`src/rtl/sync_fifo_if.sv`:
```
// Handshake and status bundle for sync_fifo: the producer/consumer side drives
// through the master modport, and the FIFO implements the slave modport.
interface sync_fifo_if #(
  parameter int DSIZE = 8,
  parameter int ASIZE = 4
);
  logic             winc;
  logic [DSIZE-1:0] wdata;
  logic             rinc;
  logic [DSIZE-1:0] rdata;
  logic             wfull;
  logic             rempty;
  logic             almost_full;
  logic             almost_empty;
  logic [ASIZE:0]   count;
  logic             overflow;
  logic             underflow;

  modport master (
    output winc, wdata, rinc,
    input  rdata, wfull, rempty, almost_full, almost_empty, count, overflow, underflow
  );

  modport slave (
    input  winc, wdata, rinc,
    output rdata, wfull, rempty, almost_full, almost_empty, count, overflow, underflow
  );
endinterface

```
`src/rtl/sync_fifo.sv`:
```
// Single-clock FIFO with an occupancy counter, threshold flags and sticky error flags.
// Define SYNC_FIFO_FWFT_EN for first-word-fall-through reads; the default build has registered rdata.
module sync_fifo #(
  parameter int DSIZE      = 8,
  parameter int ASIZE      = 4,
  parameter int AFULL_LVL  = 14,
  parameter int AEMPTY_LVL = 2
) (
  input  logic      clk,
  input  logic      rst,
  sync_fifo_if.slave bus
);
  localparam int             DEPTH      = 1 << ASIZE;
  localparam logic [ASIZE:0] FULL_CNT   = {1'b1, {ASIZE{1'b0}}};
  localparam logic [ASIZE:0] AFULL_CNT  = (ASIZE+1)'(AFULL_LVL);
  localparam logic [ASIZE:0] AEMPTY_CNT = (ASIZE+1)'(AEMPTY_LVL);

  logic [DSIZE-1:0] mem [DEPTH];

  logic [ASIZE:0] wptr_q, wptr_d;
  logic [ASIZE:0] rptr_q, rptr_d;
  logic [ASIZE:0] count_q, count_d;
  logic           overflow_q, overflow_d;
  logic           underflow_q, underflow_d;

  logic full, empty, wr_en, rd_en;

  // Every flag comes straight off the count register, so no flag lags count.
  assign full  = (count_q == FULL_CNT);
  assign empty = (count_q == '0);
  assign wr_en = bus.winc && !full;
  assign rd_en = bus.rinc && !empty;

  always_comb begin
    // NOTE: every variable gets a default first so no path leaves it unassigned (no latch).
    wptr_d      = wptr_q;
    rptr_d      = rptr_q;
    count_d     = count_q;
    overflow_d  = overflow_q  | (bus.winc & full);
    underflow_d = underflow_q | (bus.rinc & empty);

    if (wr_en) wptr_d = wptr_q + 1'b1;
    if (rd_en) rptr_d = rptr_q + 1'b1;

    unique case ({wr_en, rd_en})
      2'b10:   count_d = count_q + 1'b1;
      2'b01:   count_d = count_q - 1'b1;
      default: count_d = count_q;
    endcase
  end

  always_ff @(posedge clk) begin
    if (rst) begin
      // NOTE: state registers use non-blocking assignments so all flops update together.
      wptr_q      <= '0;
      rptr_q      <= '0;
      count_q     <= '0;
      overflow_q  <= 1'b0;
      underflow_q <= 1'b0;
    end else begin
      wptr_q      <= wptr_d;
      rptr_q      <= rptr_d;
      count_q     <= count_d;
      overflow_q  <= overflow_d;
      underflow_q <= underflow_d;
    end
  end

  // NOTE: the storage array is deliberately not reset; the pointers alone define what is valid.
  always_ff @(posedge clk) begin
    if (!rst && wr_en) mem[wptr_q[ASIZE-1:0]] <= bus.wdata;
  end

`ifdef SYNC_FIFO_FWFT_EN
  assign bus.rdata = mem[rptr_q[ASIZE-1:0]];
`else
  logic [DSIZE-1:0] rdata_q, rdata_d;

  always_comb begin
    rdata_d = rdata_q;
    if (rd_en) rdata_d = mem[rptr_q[ASIZE-1:0]];
  end

  always_ff @(posedge clk) begin
    if (rst) rdata_q <= '0;
    else     rdata_q <= rdata_d;
  end

  assign bus.rdata = rdata_q;
`endif

  assign bus.wfull        = full;
  assign bus.rempty       = empty;
  assign bus.almost_full  = (count_q >= AFULL_CNT);
  assign bus.almost_empty = (count_q <= AEMPTY_CNT);
  assign bus.count        = count_q;
  assign bus.overflow     = overflow_q;
  assign bus.underflow    = underflow_q;
endmodule
```
`src/flat_wrapper.sv`:
```
// flat-port wrapper written by rule: the top's interface ports become plain ports
module sync_fifo_flat 
#(
  parameter int DSIZE      = 8,
  parameter int ASIZE      = 4,
  parameter int AFULL_LVL  = 14,
  parameter int AEMPTY_LVL = 2
)
  (clk, rst, bus_winc, bus_wdata, bus_rinc, bus_rdata, bus_wfull, bus_rempty, bus_almost_full, bus_almost_empty, bus_count, bus_overflow, bus_underflow);
  sync_fifo_if #(.DSIZE(DSIZE), .ASIZE(ASIZE)) bus_i ();
  input  logic clk;
  input  logic rst;
  input wire logic [$bits(bus_i.winc)-1:0] bus_winc;
  input wire logic [$bits(bus_i.wdata)-1:0] bus_wdata;
  input wire logic [$bits(bus_i.rinc)-1:0] bus_rinc;
  output wire logic [$bits(bus_i.rdata)-1:0] bus_rdata;
  output wire logic [$bits(bus_i.wfull)-1:0] bus_wfull;
  output wire logic [$bits(bus_i.rempty)-1:0] bus_rempty;
  output wire logic [$bits(bus_i.almost_full)-1:0] bus_almost_full;
  output wire logic [$bits(bus_i.almost_empty)-1:0] bus_almost_empty;
  output wire logic [$bits(bus_i.count)-1:0] bus_count;
  output wire logic [$bits(bus_i.overflow)-1:0] bus_overflow;
  output wire logic [$bits(bus_i.underflow)-1:0] bus_underflow;
  assign bus_i.winc = bus_winc;
  assign bus_i.wdata = bus_wdata;
  assign bus_i.rinc = bus_rinc;
  assign bus_rdata = bus_i.rdata;
  assign bus_wfull = bus_i.wfull;
  assign bus_rempty = bus_i.rempty;
  assign bus_almost_full = bus_i.almost_full;
  assign bus_almost_empty = bus_i.almost_empty;
  assign bus_count = bus_i.count;
  assign bus_overflow = bus_i.overflow;
  assign bus_underflow = bus_i.underflow;
  sync_fifo #(.DSIZE(DSIZE), .ASIZE(ASIZE), .AFULL_LVL(AFULL_LVL), .AEMPTY_LVL(AEMPTY_LVL)) u_core (.clk(clk), .rst(rst), .bus(bus_i));
endmodule
```
`config.mk`:
```
export PLATFORM = sky130hd
export DESIGN_NAME = sync_fifo_flat
export DESIGN_NICKNAME = d
export VERILOG_FILES = /design/src/rtl/sync_fifo_if.sv /design/src/rtl/sync_fifo.sv /design/src/flat_wrapper.sv
export SDC_FILE = /design/constraint.sdc
export NUM_CORES = 1
export LEC_CHECK = 0
export CORE_MARGIN = 1.5
export CORE_UTILIZATION = 45
export DETAILED_ROUTE_END_ITERATION = 6
export MAX_ROUTING_LAYER = met4
export SLEW_MARGIN = 10
export SYNTH_ARGS = -nofsm -noshare
export SYNTH_HDL_FRONTEND = slang
export SYNTH_SLANG_ARGS = --single-unit
```
`constraint.sdc`:
```
create_clock -name clk -period 5.85 [get_ports clk]
set_input_delay 1.17 -clock clk [delete_from_list [all_inputs] [get_ports clk]]
set_output_delay 1.17 -clock clk [all_outputs]
set_load 0.02 [all_outputs]
```
# == After elaboration in Yosys (flattened, before gate mapping) ==
# Memory sizes are Yosys's and may differ from the RTL's. A register that Yosys moved wholly into a read port is not among the register bits.
# Index checks and enable logic that the tools add are counted.
# Widths: inputs -> output; s select.
# word_totals
ff_bits,17
mem_bits_rw,128
output_inout_bits,19
elab_cells,30
n_memories,1
# op_classes
add_sub_neg,4
magnitude_cmp,2
n_eq_ne,3
mux,3
n_bitwise,4
n_reduce_logical,8
# mem_list
memory,words,width,rd,rd_clocked_by_memory_dff,write_ports,line,rtl
u_core.mem,16,8,1,1,1,sync_fifo.sv:18,logic [DSIZE-1:0] mem [DEPTH];
# ops
operator,count
$add 5x1->5 const B,3
$pmux 5 s2,1
$eq 5x5->1 const B,1
$ge 5x4->1 const B,1
$le 5x2->1 const B,1
$logic_not 5->1,1
$sub 5x1->5 const B,1
$logic_and 1x1->1,3
$logic_not 1->1,3
$and 1x1->1,2
$eq 2x1->1 const B,1
$eq 2x2->1 const B,1
$mux 1,2
$or 1x1->1,2
$reduce_bool 2->1,1

# == Depth between registers and ports, before layout ==
# Gate-level depths: netlist of run 1.
# depth
depth_word,6
depth_mapped,12
mapped_depth_nobuf,10

# == Worst setup path before layout of run 1 ==
# Ideal clock, no wire load.
# synth_path
path_type,register to register
from,register u_core.count_q[1] (netlist: u_core.bus.count[1])
to,register u_core.count_q[4] (netlist: u_core.bus.count[4])
setup_ns,0.123
t_arrival_ns,2.949
required_time_ns,5.727
slack_ns,2.778
stages_incl_launch_ff,13
n_path_buf,2
path_cell_list,dfxtp_1 -> buf_6 -> or3_1 -> buf_6 -> o31ai_4 -> inv_2 -> ha_1 -> xor2_1 -> ha_1 -> nor3_2 -> a21oi_1 -> o32ai_1 -> mux2_1
# synth_via
elab_chain_len,5
elab_cells_between_ends,12
classes_between,add/sub (2); eq/ne (3); mux (1); reduce/logical (6)
# synth_rtl
item,line,rtl
start: declaration,sync_fifo.sv:22,"logic [ASIZE:0] count_q, count_d;"
start signal: assignment,sync_fifo.sv:63,count_q <= count_d;
$eq 5x5->1 / $logic_not 5->1 (equally long branches),"sync_fifo.sv:29, sync_fifo.sv:30",
$logic_not 1->1 (on tied branches),"sync_fifo.sv:31, sync_fifo.sv:32",
$logic_and 1x1->1 (on tied branches),"sync_fifo.sv:31, sync_fifo.sv:32",
$eq 2x1->1 / $eq 2x2->1 (equally long branches),sync_fifo.sv:45,"unique case ({wr_en, rd_en})"
$pmux 5 s2 / $reduce_bool 2->1 (equally long branches),-,
# Parallel ways exist; a longest one is shown, timed or not.
# A chain may end at the register's enable or synchronous reset.

# == Worst setup path after layout of run 1 ==
# Same ends and word-level chain as after synthesis.

==> results of run 1 <==
## worst max path at each step
stage	end	startpoint	slack, ns	cells after the start
2_1_floorplan	u_core.bus.count[4]	u_core.bus.count[1]	2.78	12
3_3_place_gp	u_core.bus.count[4]	bus_rinc	2.10	10
3_5_place_dp	u_core.bus.count[4]	bus_rinc	2.08	10
4_1_cts	bus_rempty	u_core.bus.count[1]	2.39	3
5_1_grt	u_core.bus.count[4]	u_core.bus.count[1]	2.16	10
6_report	u_core.bus.count[4]	u_core.bus.count[1]	2.40	10
## synthesized netlist by cell type, types with 2 or more instances
master	count
edfxtp_1	128
nor2_1	39
mux4_2	32
dfxtp_1	23
a21oi_1	21
a22oi_1	16
nand2_1	10
clkbuf_1	9
buf_2	7
ha_1	7
nor3_1	6
xnor2_1	5
inv_1	4
nand2b_1	4
nor2b_1	4
buf_6	3
mux2i_1	3
or3_1	3
xor2_1	3
nand3_1	2
nor3b_1	2
o21ai_0	2
## layer usage
metal  global-route usage  vias to the layer above  routed length (microns)
met5                    -                        -                        0
met4               0.0866                        0                      130
met3               0.0460                        8                      593
met2                0.282                       83                     5720
met1                0.248                     1567                     5290
li1                     -                     1447                        -
## through the flow
step / instance area [sq um] / hold WS [ns]
4_1_cts: 7090 / 0.490
2_1_floorplan: 6040 / 0.494
3_5_place_dp: 6500 / 0.477
3_3_place_gp: 6500 / 0.469
6_report: 7090 / 0.478
5_1_grt: 7090 / 0.518
## where the power goes
part | total, mW | internal, mW | leakage [nW] | switching (mW)
Combinational | 0.605 | 0.288 | 0.644 | 0.317
Clock | 1.10 | 0.702 | 0.289 | 0.393
Sequential | 1.30 | 1.23 | 1.34 | 0.0791
Total | 3.01 | 2.22 | 2.27 | 0.789
## logic make-up after synthesis
kind of cell | Yosys count
xor+xnor | 8
flops | 151
fa+ha+maj | 7
compound gates | 47
mux | 37
buf+inv | 27
simple gates | 76
## worst max-delay path, cell delays in order (launching register included)
cell and delay [ns]:
dfxtp_1 0.42, or3_1 0.54, o31ai_4 0.64, inv_2 0.14, ha_1 0.28, xor2_1 0.16, ha_1 0.25, nor3_2 0.20
a21oi_1 0.06, o32ai_1 0.30, mux2_1 0.34
## flip-flops by register name, summed over array words and instances (netlist names)
name and count:
u_core.mem 128, u_core.bus.rdata 8, u_core.bus.count 5, u_core.rptr_q 4, u_core.wptr_q 4, u_core.bus.overflow 1
u_core.bus.underflow 1
## cell usage in the layout, fill, tap and decap left out, drive strengths merged, types with 5 or more instances in the layout
cell type / instances
a22oi: 16
mux4: 32
dfxtp: 23
nand2: 11
buf: 7
clkinv: 7
nor2: 39
inv: 5
clkbuf: 19
ha: 7
clkdlybuf4s50: 30
nor3: 7
xnor2: 5
a21oi: 21
edfxtp: 128
## final cells by class
| type | count | share of cell area |
|---|---|---|
| clock buffers | 19 | 0.0611 |
| multi-input cells | 175 | 0.226 |
| inverters | 5 | 0.00265 |
| repair buffers | 37 | 0.0498 |
| clock inverters | 12 | 0.0224 |
| flip-flops and latches | 151 | 0.607 |
| well taps | 176 | 0.0311 |
==> load_flow_metrics.sql, run 1 <==
INSERT INTO impl_metrics (metric_group, metric, value, unit) VALUES
('status', 'status', 'finished clean', ''),
('worst_hold_path', 'min_path_cells', '2', ''),
('timing', 'tightestPinTransition', '0.866', 'ns'),
('drt', 'post-route-drc-count', '0', ''),
('clocking', 'postCtsSetupBuffers', '0', ''),
('synthesis', 'synth.yosys.seq_area_share', '0.712', ''),
('finish', 'n_antenna_cell', '0', ''),
('die', 'placeableCoreArea', '0.0132', 'sq mm'),
('placed_design', 'io_buffers', '30', ''),
('global_routing', 'grtUsageTotal', '0.189', ''),
('die', 'rows', '42', ''),
('synthesis', 'synth.mux.area_fraction', '0.128', ''),
('die', 'die_h', '119', 'microns'),
('critical_path', 'reg2reg_slack', '2.40', 'ns'),
('drt', 'routed_wire_length_per_instance', '20.4', 'microns'),
('worst_hold_path', 'timing.hold.worst.class', 'flop to flop', ''),
('clocking', 'cts_buffer_depth', '2', ''),
('critical_path', 'crit_path_start_kind', 'flop', ''),
('die', 'die_area', '0.0141', 'sq mm'),
('timing', 'setup_repair_after_global_routing_missed_its_margin', 'no', ''),
('global_routing', 'antenna_found_initial', '0', ''),
('synthesis', 'synth_compound_area_frac', '0.0516', ''),
('drt', 'vias_per_cell', '5.40', ''),
('die', 'die_x', '119', 'microns'),
('placed_design', 'post_detailed_placement_half_perimeter_wirelength', '7510', 'microns'),
('die', 'initial_core_util', '0.458', ''),
('critical_path', 'worst_r2r_startpoint', 'u_core.bus.count[1]', ''),
('clocking', 'cts.sink_count', '151', ''),
('synthesis', 'synth-xor-area-share', '0.0116', ''),
('timing', 'maxSlewHeadroom', '0.420', ''),
('synthesis', 'synthesis.area_per_instance', '17.1', 'sq um'),
('clocking', 'ctsHoldBuffers', '0', ''),
('timing', 'worst_clock_skew', '0.00774', 'ns'),
('global_routing', 'wire_length_of_the_first_global_routing_pass', '18500', 'microns'),
('finish', 'final_net_count', '406', ''),
('drt', 'postRouteAntennaNets', '0', ''),
('global_routing', 'grt_start_max_net_pins', '35', ''),
('finish', 'multi_input_area', '0.00160', 'sq mm'),
('critical_path', 'worstSetupPathType', 'flop to flop', ''),
('placed_design', 'pre_cts_ws', '2.08', 'ns'),
('power', 'p_per_area', '424', 'mW/mm^2'),
('drt', 'vias', '3105', ''),
('placed_design', 'final_estimated_routing_congestion_in_global_placement', '0.822', ''),
('drt', 'routed_wl', '11700', 'microns'),
('synthesis', 'postSynth.asyncResetShare', '0', ''),
('synthesis', 'synthDominantAreaCellType', 'edfxtp_1', ''),
('clocking', 'post_cts_resize_count', '0', ''),
('critical_path', 'ff2ff_path_depth', '10', ''),
('clocking', 'worstSkewPairLatency', '0.42', 'ns'),
('timing', 'fin_crit_sh', '0.589', ''),
('critical_path', 'worstSetupEndpointType', 'flop', ''),
('timing', 'final-hold-violation-count', '0', ''),
('synthesis', 'syn-instance-count', '353', ''),
('critical_path', 'worst-path-max-fanout', '19', ''),
('finish', 'regArea', '0.00431', 'sq mm'),
('timing', 'layout_min_cycle_time', '3.45', 'ns'),
('timing', 'final-setup-viol-count', '0', ''),
('critical_path', 'critical_path_required', '6.16', 'ns'),
('finish', 'fin_cells', '575', ''),
('synthesis', 'combinational_family_with_the_most_area_after_synthesis', 'multiplexers', ''),
('drt', 'first_iter_violations', '278', ''),
('synthesis', 'synth_simple_gate_area_frac', '0.0592', ''),
('clocking', 'ctsHtreeMaxLevel', '4', ''),
('finish', 'fillers', '1043', ''),
('timing', 'max_clock_freq', '0.290', 'GHz'),
('critical_path', 'worst_r2r_endpoint', 'u_core.bus.count[4]', ''),
('synthesis', 'syn_nets', '372', ''),
('global_routing', 'via_count_of_the_first_global_routing_pass', '3183', ''),
('clocking', 'root_buffer', 'clkbuf_16', ''),
('finish', 'synthToLayoutAreaGrowth', '17.3', '%'),
('synthesis', 'yosys.cell_types.count', '42', '');
Note: power is estimated with default switching activity, not from simulation.
==> run 2, diff against run 1 <==
clock period = 3.6 ns   (was 5.85 ns; I/O delays follow)
==> run 2 against run 1 <==
Flip-flop and latch count stayed put. Utilization is 0.92 points higher. Sequential power is 62% higher. Design area is 1.7% higher. Critical path depth is 7 lower. Global-route usage is 0.17 points lower. Via count is 1.3% higher. First-iteration DRC count is 18% lower. Clock power is 62% higher. Critical path type is now flop to output pin. Critical endpoint is now bus_rempty.
==> load_flow_metrics.sql, run 2 (synthesis gave the netlist of run 1 again) <==
INSERT INTO impl_metrics (metric_group, metric, value, unit) VALUES
('status', 'status', 'finished clean', ''),
('power', 'p_comb_frac', '0.208', ''),
('power', 'netSwitchingPower', '1.35', 'mW'),
('critical_path', 'worst_r2r_endpoint', 'u_core.bus.count[4]', ''),
('power', 'vdd_drop_max', '0.000301', 'V'),
('placed_design', 'final_estimated_routing_congestion_in_global_placement', '0.855', ''),
('clocking', 'root_buffer', 'clkbuf_16', ''),
('die', 'die_h', '119', 'microns'),
('die', 'die_x', '119', 'microns'),
('finish', 'drive_above_1_share', '0.223', ''),
('timing', 'final-setup-viol-count', '0', ''),
('critical_path', 'worst_r2r_startpoint', 'u_core.bus.count[1]', ''),
('power', 'total_power', '4.91', 'mW'),
('drt', 'vias', '3145', ''),
('critical_path', 'reg2reg_slack', '0.63', 'ns'),
('global_routing', 'grt_start_max_net_pins', '35', ''),
('clocking', 'ctsHtreeMaxLevel', '4', ''),
('clocking', 'clk_pin_slew_worst_paths', '0.06', 'ns'),
('drt', 'postRouteAntennaNets', '0', ''),
('critical_path', 'worstSetupPathType', 'flop to output pin', ''),
('critical_path', 'cp_cell_sequence', 'or3_1 > nor3_1 > clkdlybuf4s50_1', ''),
('worst_hold_path', 'timing.hold.worst.class', 'flop to flop', ''),
('clocking', 'cts.sink_count', '151', ''),
('finish', 'max_ffs_per_register', '128', ''),
('timing', 'tns', '0', 'ns'),
('critical_path', 'timing.critical_path.buf_inv', '1', ''),
('placed_design', 'io_buffers', '30', ''),
('drt', 'vias_per_cell', '5.34', ''),
('critical_path', 'critPathLaunch', 'u_core.bus.count[1]', ''),
('global_routing', 'grtUsageTotal', '0.187', ''),
('die', 'placeableCoreArea', '0.0132', 'sq mm'),
('clocking', 'tritoncts', 'built', ''),
('drt', 'first_iter_violations', '229', ''),
('clocking', 'cts_buf_count', '17', ''),
('global_routing', 'via_count_of_the_first_global_routing_pass', '3219', ''),
('timing', 'worst_clock_skew', '0.00694', 'ns'),
('timing', 'maxSlewHeadroom', '0.492', ''),
('timing', 'fin_crit_sh', '0.833', ''),
('critical_path', 'crit_arrival', '2.28', 'ns'),
('critical_path', 'cpPeakStageDelay', '0.65', 'ns'),
('placed_design', 'post_detailed_placement_half_perimeter_wirelength', '7510', 'microns'),
('power', 'share_seq_of_total_power', '0.430', ''),
('critical_path', 'ff2ff_path_depth', '10', ''),
('timing', 'layout_min_cycle_time', '3.00', 'ns'),
('critical_path', 'cp_num_cells', '3', ''),
('clocking', 'postCtsSetupBuffers', '0', ''),
('timing', 'tightestPinTransition', '0.759', 'ns'),
('die', 'io_pins', '31', ''),
('global_routing', 'wire_length_of_the_first_global_routing_pass', '18400', 'microns'),
('global_routing', 'overflow', '0', ''),
('timing', 'final-hold-violation-count', '0', ''),
('critical_path', 'worstSetupEndpointType', 'output pin', ''),
('finish', 'synthToLayoutAreaGrowth', '19.3', '%'),
('timing', 'setup_repair_after_global_routing_missed_its_margin', 'no', ''),
('critical_path', 'crit_path_start_kind', 'flop', ''),
('power', 'clockPowerShare', '0.362', ''),
('job', 'max-cap-violations', '0', ''),
('finish', 'n_antenna_cell', '0', ''),
('clocking', 'worstSkewPairLatency', '0.41', 'ns'),
('critical_path', 'critical-path-top-delay-family', 'simple AND/OR/NAND/NOR gates', ''),
('critical_path', 'worstSetupEndpoint', 'bus_rempty', ''),
('finish', 'fillers', '1026', ''),
('timing', 'drv_slew', '0', ''),
('finish', 'layout.cells.most_common', 'edfxtp_1', ''),
('drt', 'post-route-drc-count', '0', ''),
('power', 'p_per_area', '681', 'mW/mm^2'),
('die', 'die_area', '0.0141', 'sq mm'),
('critical_path', 'critical_path_required', '2.88', 'ns'),
('finish', 'finish.utilization', '0.547', ''),
('power', 'p_int', '3.57', 'mW'),
('die', 'rows', '42', ''),
('placed_design', 'detailed_place.area', '0.00661', 'sq mm'),
('critical_path', 'worst-path-max-fanout', '11', ''),
('finish', 'layout.cells.most_common_list', '128 x edfxtp_1, 39 x nor2_1, 32 x mux4_2, 30 x clkdlybuf4s50_1, 22 x dfxtp_1', ''),
('timing', 'setup_ws', '0.603', 'ns'),
('timing', 'max_clock_freq', '0.334', 'GHz'),
('finish', 'post-route-cell-area', '0.00721', 'sq mm'),
('clocking', 'cts_buffer_depth', '2', ''),
('critical_path', 'worst_path_max_delay_cell', 'clkdlybuf4s50_1', ''),
('power', 'power_leakage', '2.33', 'nW'),
('drt', 'routed_wl', '11800', 'microns'),
('global_routing', 'antenna_found_initial', '0', ''),
('die', 'initial_core_util', '0.458', ''),
('drt', 'routed_wire_length_per_instance', '20.0', 'microns'),
('power', 'switching_share', '0.274', ''),
('drt', 'drt_pre_antenna_iters', '4', ''),
('clocking', 'post_cts_resize_count', '0', ''),
('clocking', 'ctsHoldBuffers', '0', ''),
('placed_design', 'pre_cts_ws', '0.453', 'ns'),
('finish', 'final_net_count', '419', '');
[run 2: cell count changes in the layout (fill, tap and decap cells not counted)]
cell        before  now
buf_12           0    1
buf_4            7   19
bufinv_16        4    3
clkbuf_1         2    0
clkinv_1         3    1
clkinv_2         4    1
clkinv_4         0    1
clkinvlp_4       1    7
inv_6            0    2
[run 2: layout make-up]
| class | count | area, sq um | area share |
|---|---|---|---|
| Clock buffer | 17 | 425 | 0.0590 |
| Clock inverter | 15 | 178 | 0.0246 |
| Inverter | 5 | 18.8 | 0.00260 |
| Multi-Input combinational cell | 175 | 1600 | 0.222 |
| Sequential cell | 151 | 4310 | 0.597 |
| Tap cell | 176 | 220 | 0.0305 |
| Timing Repair Buffer | 50 | 463 | 0.0642 |
[run 2: worst min path at each step]
stage                         startpoint                    to  slack [ns]  depth (start not counted)
finish               u_core.bus.overflow   u_core.bus.overflow        0.47                          2
global placement    u_core.bus.underflow  u_core.bus.underflow        0.47                          2
global route         u_core.bus.overflow   u_core.bus.overflow        0.51                          2
floorplan               u_core.rptr_q[1]      u_core.rptr_q[1]        0.49                          2
detailed placement  u_core.bus.underflow  u_core.bus.underflow        0.46                          2
CTS                 u_core.bus.underflow  u_core.bus.underflow        0.47                          2
[run 2: layer usage]
metal	wire length (microns)	up-vias	share of wire	track usage
li1	-	1475	-	-
met1	5530	1593	0.47	0.252
met2	5740	66	0.49	0.285
met3	365	11	0.031	0.0359
met4	144	0	0.012	0.0753
met5	0	-	0	-
[run 2: worst reg2reg max path, cell delays in order, from the launching register on]
cell and delay, ns:
dfxtp_1 0.42, or3_1 0.54, o31ai_4 0.24, inv_2 0.10, ha_1 0.26, xor2_1 0.16
ha_1 0.25, nor3_2 0.20, a21oi_1 0.06, o32ai_1 0.29, mux2_1 0.35
[run 2: per-stage QoR]
stage                     std cells  hold slack (ns)
after detailed placement        557            0.459
after CTS                       589            0.475
after floorplan                 353            0.494
after global routing            589            0.513
final                           589            0.472
after global placement          557            0.467
[run 2: power by group through the flow]
stage	sequential [mW]	combinational [mW]	clock [mW]
2_1_floorplan	2.15	0.692	0
3_3_place_gp	2.15	1.03	0
3_5_place_dp	2.15	1.03	0
4_1_cts	2.11	1.04	1.81
5_1_grt	2.13	1.11	1.87
6_report	2.11	1.02	1.78
